[src/rtl/inta_sequencer_pkg.sv]
// Shared types and constants for the 8259A interrupt-acknowledge sequencer.
package inta_seq_pkg;

  // Sequencer phases, from INT detection through the EOI write-back.
  typedef enum logic [3:0] {
    IDLE       = 4'd0,
    ACK1       = 4'd1,
    GAP        = 4'd2,
    ACK2       = 4'd3,
    PRESENT    = 4'd4,
    SERVICE    = 4'd5,
    EOI_SETUP  = 4'd6,
    EOI_STROBE = 4'd7,
    EOI_HOLD   = 4'd8
  } state_t;

  // OCW2 command bytes: non-specific and specific end-of-interrupt.
  localparam logic [7:0] OCW2_NS_EOI = 8'h20;
  localparam logic [7:0] OCW2_SP_EOI = 8'h60;

  // Low three vector bits select the IR level for a specific EOI.
  localparam logic [2:0] EOI_LEVEL_MASK = 3'b111;

endpackage

[src/rtl/inta_sequencer_strobe_timer.sv]
// Loadable down-counter timing the INTA low, INTA gap and WR low phases.
// done is high in the last cycle of a loaded interval, so a phase loaded
// with N lasts exactly N cycles.
module strobe_timer #(
  parameter int W = 2
) (
  input  logic         clk,
  input  logic         reset,
  input  logic         load,
  input  logic [W-1:0] load_val,
  output logic         done
);

  logic [W-1:0] count;

  // Reload on demand, otherwise count down and park at zero.
  always_ff @(posedge clk or posedge reset) begin
    if (reset) begin
      count <= '0;
    end else if (load) begin
      count <= load_val;
    end else if (count != '0) begin
      count <= count - W'(1);
    end
  end

  assign done = (count == W'(1));

endmodule

[src/rtl/inta_sequencer.sv]
// Host-side 8259A INT/INTA sequencer: two INTA pulses, vector capture,
// valid/ready hand-off to the core, then an OCW2 EOI write.
// Build option: INTA_SEQ_SPECIFIC_EOI_EN selects a specific EOI (0x60|level)
// instead of the non-specific EOI (0x20).
//
// Handshake: vec_valid rises with a stable vec_out and stays high, with
// vec_out unchanged, until an edge samples vec_ready high; that edge is the
// transfer and vec_valid drops after it. vec_ready without vec_valid is a no-op.
module inta_sequencer
  import inta_seq_pkg::*;
#(
  parameter int INTA_LOW_CYCLES = 2,
  parameter int INTA_GAP_CYCLES = 1
) (
  input  logic       clk,
  input  logic       reset,
  input  logic       int_req,
  input  logic       int_enable,
  output logic       inta_n,
  input  logic [7:0] data_in,
  output logic [7:0] vec_out,
  output logic       vec_valid,
  input  logic       vec_ready,
  input  logic       eoi_req,
  output logic       wr_n,
  output logic       a0,
  output logic [7:0] data_out,
  output logic       data_oe,
  output logic       eoi_done,
  output logic       busy,
  output state_t     dbg_state
);

  localparam int MAX_CYC = (INTA_LOW_CYCLES > INTA_GAP_CYCLES) ? INTA_LOW_CYCLES
                                                               : INTA_GAP_CYCLES;
  localparam int CW = $clog2(MAX_CYC + 1);
  localparam logic [CW-1:0] LOW_CNT = CW'(INTA_LOW_CYCLES);
  localparam logic [CW-1:0] GAP_CNT = CW'(INTA_GAP_CYCLES);

  state_t          state;
  logic            tmr_load;
  logic [CW-1:0]   tmr_val;
  logic            tmr_done;
  logic [7:0]      eoi_cmd;

  assign dbg_state = state;

`ifdef INTA_SEQ_SPECIFIC_EOI_EN
  assign eoi_cmd = OCW2_SP_EOI | {5'b0, vec_out[2:0] & EOI_LEVEL_MASK};
`else
  assign eoi_cmd = OCW2_NS_EOI;
`endif

  strobe_timer #(.W(CW)) u_timer (
    .clk      (clk),
    .reset    (reset),
    .load     (tmr_load),
    .load_val (tmr_val),
    .done     (tmr_done)
  );

  // Reload the timer on every state change with the next phase's length.
  always_comb begin
    tmr_load = 1'b0;
    tmr_val  = '0;
    case (state)
      IDLE:       if (int_req && int_enable) begin tmr_load = 1'b1; tmr_val = LOW_CNT; end
      ACK1:       if (tmr_done) begin tmr_load = 1'b1; tmr_val = GAP_CNT; end
      GAP:        if (tmr_done) begin tmr_load = 1'b1; tmr_val = LOW_CNT; end
      ACK2:       if (tmr_done) tmr_load = 1'b1;
      PRESENT:    if (vec_ready) tmr_load = 1'b1;
      SERVICE:    if (eoi_req) tmr_load = 1'b1;
      EOI_SETUP:  begin tmr_load = 1'b1; tmr_val = LOW_CNT; end
      EOI_STROBE: if (tmr_done) tmr_load = 1'b1;
      EOI_HOLD:   tmr_load = 1'b1;
      default:    tmr_load = 1'b0;
    endcase
  end

  // Sequencer FSM; every output is registered and updated with the state.
  always_ff @(posedge clk or posedge reset) begin
    if (reset) begin
      state     <= IDLE;
      inta_n    <= 1'b1;
      wr_n      <= 1'b1;
      a0        <= 1'b0;
      data_out  <= 8'h00;
      data_oe   <= 1'b0;
      vec_out   <= 8'h00;
      vec_valid <= 1'b0;
      eoi_done  <= 1'b0;
      busy      <= 1'b0;
    end else begin
      eoi_done <= 1'b0;
      case (state)
        IDLE: begin
          if (int_req && int_enable) begin
            state  <= ACK1;
            inta_n <= 1'b0;
            busy   <= 1'b1;
          end
        end
        ACK1: begin
          if (tmr_done) begin
            state  <= GAP;
            inta_n <= 1'b1;
          end
        end
        GAP: begin
          if (tmr_done) begin
            state  <= ACK2;
            inta_n <= 1'b0;
          end
        end
        ACK2: begin
          // The controller drives the vector during the second pulse.
          if (tmr_done) begin
            state     <= PRESENT;
            inta_n    <= 1'b1;
            vec_out   <= data_in;
            vec_valid <= 1'b1;
          end
        end
        PRESENT: begin
          if (vec_ready) begin
            state     <= SERVICE;
            vec_valid <= 1'b0;
          end
        end
        SERVICE: begin
          if (eoi_req) begin
            state    <= EOI_SETUP;
            data_oe  <= 1'b1;
            a0       <= 1'b0;
            data_out <= eoi_cmd;
          end
        end
        EOI_SETUP: begin
          state <= EOI_STROBE;
          wr_n  <= 1'b0;
        end
        EOI_STROBE: begin
          if (tmr_done) begin
            state <= EOI_HOLD;
            wr_n  <= 1'b1;
          end
        end
        EOI_HOLD: begin
          // Data held one cycle past WR rising edge, then bus released.
          state    <= IDLE;
          data_oe  <= 1'b0;
          data_out <= 8'h00;
          eoi_done <= 1'b1;
          busy     <= 1'b0;
        end
        default: begin
          state     <= IDLE;
          inta_n    <= 1'b1;
          wr_n      <= 1'b1;
          data_oe   <= 1'b0;
          vec_valid <= 1'b0;
          busy      <= 1'b0;
        end
      endcase
    end
  end

endmodule

[config.mk]
export PLATFORM = sky130hd
export DESIGN_NAME = inta_sequencer
export DESIGN_NICKNAME = d
export VERILOG_FILES = /design/src/rtl/inta_sequencer_pkg.sv /design/src/rtl/inta_sequencer_strobe_timer.sv /design/src/rtl/inta_sequencer.sv
export SDC_FILE = /design/constraint.sdc
export NUM_CORES = 1
export LEC_CHECK = 0
export ABC_AREA = 0
export CAP_MARGIN = 20
export CELL_PAD_IN_SITES_DETAIL_PLACEMENT = 1
export CELL_PAD_IN_SITES_GLOBAL_PLACEMENT = 1
export CORE_UTILIZATION = 34
export DETAILED_ROUTE_END_ITERATION = 8
export PLACE_DENSITY_LB_ADDON = 0.1
export SETUP_SLACK_MARGIN = 0.15
export SLEW_MARGIN = 40
export SYNTH_ARGS = -nofsm -noshare
export SYNTH_HDL_FRONTEND = slang
export SYNTH_HIERARCHICAL = 1
export SYNTH_SLANG_ARGS = --single-unit
[constraint.sdc]
create_clock -name clk -period 2.3 [get_ports clk]
set_input_delay 0.46 -clock clk [delete_from_list [all_inputs] [get_ports clk]]
set_output_delay 0.46 -clock clk [all_outputs]
set_load 0.05 [all_outputs]
==> metrics.md, run 1 <==
| Metric | Value |
|---|---|
| Status | `completed` |
| VDD IR max | `0.702 mV` |
| Most used DFF post-synth | `dfrtp_1` |
| Final hold viol count | `0` |
| Die area | `3960 sq um` |
| GP Congestion | `0.786` |
| Final Core Density | `0.471` |
| DP Wirelength | `2.28 mm` |
| Overall Power | `2.64 mW` |
| Drt initial violations | `22` |
| Routed Antenna Nets | `0` |
| Port bufs | `32` |
| CTS tree | `built` |
| Post-cts resize count | `0` |
| Row cnt | `21` |
| Wire per inst | `15.4 microns` |
| Ys Warns | `6` |
| Vias in the first global route | `1070` |
| H-tree depth | `1` |
| CTS hold repair buffers | `0` |
| Worst slack, placed | `0.215 ns` |
| CORE AREA | `3440 sq um` |
| CTS sink cnt | `21` |
| Setup Buffers After CTS | `0` |
| Most numerous cell in the Yosys netlist | `dfrtp_1` |
| Overall routing resource usage | `0.170` |
| Post-synth EDFFs | `0` |
| WP buf/inv | `1` |
| Power per cell area | `1630 nW/um^2` |
| Layout fillers | `393` |
| CTS root buffer | `clkbuf_8` |
| Initial antenna violation count | `0` |
| Worst slew pin tran | `0.586 ns` |
| CP Max Fanout | `3` |
| Fmax | `485 MHz` |
| Delay-heaviest family, CP | `buffers and inverters` |
| Initial Utilization | `0.366` |
| Share of cells above drive strength 1 | `0.196` |
| CTS Buffer Depth | `2` |
| Relative slew slack | `0.609` |
| Inserted Diodes | `0` |
| HP Class | `input port to async pin` |
| Post-Syn Instances | `122` |
| Final nets | `170` |
| Via density | `5.21` |
| Worst Slack Setup Final | `0.239 ns` |
| WS Path Type | `register to primary output` |
| DR DRC count | `0` |
| Critical path endpoint category | `primary output` |
| First-pass GRT wire length | `5.24 mm` |
| Slowest cell delay on critical path | `0.80 ns` |
| Critical Path RT | `1.84 ns` |
| Critical Path, Cell by Cell | `clkdlybuf4s50_1` |
| Post-route setup TNS | `0 ns` |
| Final setup vio count | `0` |
| Reg area | `528 sq um` |
| Top post-synthesis cells by area | `dfrtp_1 38%, mux2_2 7.1%, buf_4 6.5%` |
| WP data arrival | `1.60 ns` |
| 1st-pass router iterations | `4` |
| Startpoint Class | `register` |
| Post-Syn Area | `1260 sq um` |
| Pins Over Slew Limit | `0` |
| Max cap viols | `0` |
| Leak | `0.670 nW` |
| Chip height | `62.9 microns` |
| Clk_lat worst skew | `0.26 ns` |
| Area grow syn2layout | `28.5%` |
| DR vias | `1036` |
| Unrepaired setup endpoints after global routing | `no` |
| Commonest cells post-synth | `19 x dfrtp_1, 11 x buf_4, 8 x mux2_2, 8 x nor2_1, 7 x inv_1` |
| Slowest-stage cell, CP | `clkdlybuf4s50_1` |
| Final Skew | `0.00353 ns` |
| Syn_area_per_cell | `10.3 sq um` |
| CTS Buf Count | `3` |
| Share of the synthesized area in the top cell type | `0.377` |
| Period minus WS final | `2.06 ns` |
| Area taken by multi-input logic gates | `612 sq um` |
| Io pins | `41` |
| Total gr overflow | `0` |
| Reg clk slew, reported paths | `0.08 ns` |
| Die width | `62.9 microns` |
| Total routed wirelength | `3.06 mm` |
| Yosys reg bits | `21` |
| Part of the cycle the worst path needs | `0.896` |
| Register area share after synthesis | `0.419` |
| Most area-hungry cell type in the Yosys netlist | `dfrtp_1` |
| Post-synth ARST share | `1.00` |
| Distinct cells, synth | `45` |
| Largest net degree at the start of global routing | `20` |
layout by cell type (no fill, tap or decap), drive strengths merged, types with 2 or more instances in the layout:
| cell type | count |
|---|---|
| a211oi | 3 |
| a311oi | 2 |
| nor2 | 8 |
| nand2 | 6 |
| nand2b | 3 |
| mux2 | 8 |
| a31oi | 3 |
| o21ai | 3 |
| dfstp | 2 |
| clkdlybuf4s50 | 28 |
| conb | 8 |
| o31ai | 2 |
| a2111oi | 2 |
| ha | 2 |
| a32oi | 2 |
| nor2b | 4 |
| buf | 9 |
| mux2i | 2 |
| clkbuf | 4 |
| dfrtp | 19 |
| inv | 8 |
| nand3b | 2 |
| a21oi | 4 |
| nor3 | 4 |
report_power, final:
group | internal [mW] | leakage (nW) | total, mW | switching [mW]
Sequential | 0.548 | 0.247 | 0.752 | 0.204
Clock | 0.123 | 0.0228 | 0.243 | 0.119
Combinational | 0.639 | 0.400 | 1.65 | 1.01
Total | 1.31 | 0.670 | 2.64 | 1.33
registers in the layout, summed over array words and instances (netlist names):
register	flops
vec_out	8
dbg_state	4
u_timer/count	2
busy	1
data_oe	1
data_out	1
eoi_done	1
inta_n	1
vec_valid	1
wr_n	1
path summary, 6_finish.rpt:
check,start,endpoint,slack (ns),depth (start not counted)
max in group asynchronous,reset,inta_n,1.48,3
min reg2reg,busy,busy,0.51,2
max,inta_n,inta_n,0.24,1
min in group clk,busy,busy,0.51,2
min,reset,u_timer/count[1],0.38,2
max reg2reg,u_timer/count[1],vec_out[0],0.38,5
per-stage QoR:
stage	instance area (sq um)	std cells	hold slack (ns)
finish	1620	199	0.376
global placement	1580	195	0.486
global route	1620	199	0.397
CTS	1620	199	0.373
floorplan	1290	129	0.201
detailed placement	1580	195	0.503
routing by layer:
layer | vias to the layer above | GRT usage | part of all wire
met5 | - | 0 | 0
met4 | 0 | 0.0523 | 0.0062
met3 | 2 | 0.0365 | 0.046
met2 | 28 | 0.302 | 0.52
met1 | 524 | 0.200 | 0.43
li1 | 482 | - | -
area by class of cell:
cell class / instances / area share
Inverter: 8 / 0.0185
Clock buffer: 4 / 0.0278
Multi-Input combinational cell: 83 / 0.378
Timing Repair Buffer: 37 / 0.215
Tap cell: 46 / 0.0355
Sequential cell: 21 / 0.326
cell families (layout without fill, tap and decap cells):
| logic type | after synthesis | in the layout | synth area share |
|---|---|---|---|
| AOI/OAI and AO/OA | 29 | 29 | 0.175 |
| xor gates and xnor gates | 2 | 2 | 0.0139 |
| adders and majority gates | 3 | 3 | 0.0288 |
| buffers and inverters | 25 | 49 | 0.117 |
| DFF | 21 | 21 | 0.419 |
| muxes | 10 | 10 | 0.0873 |
| other | 1 | 8 | 0.00297 |
| and+or+nand+nor | 31 | 31 | 0.157 |
Note: power is estimated with default switching activity, not from simulation.
==> inputs of run 2 (changes only) <==
Settings changed: CAP_MARGIN 20 to unset.
==> results of run 2 <==
Final layout, timing and power as in run 1 (identical DEF).
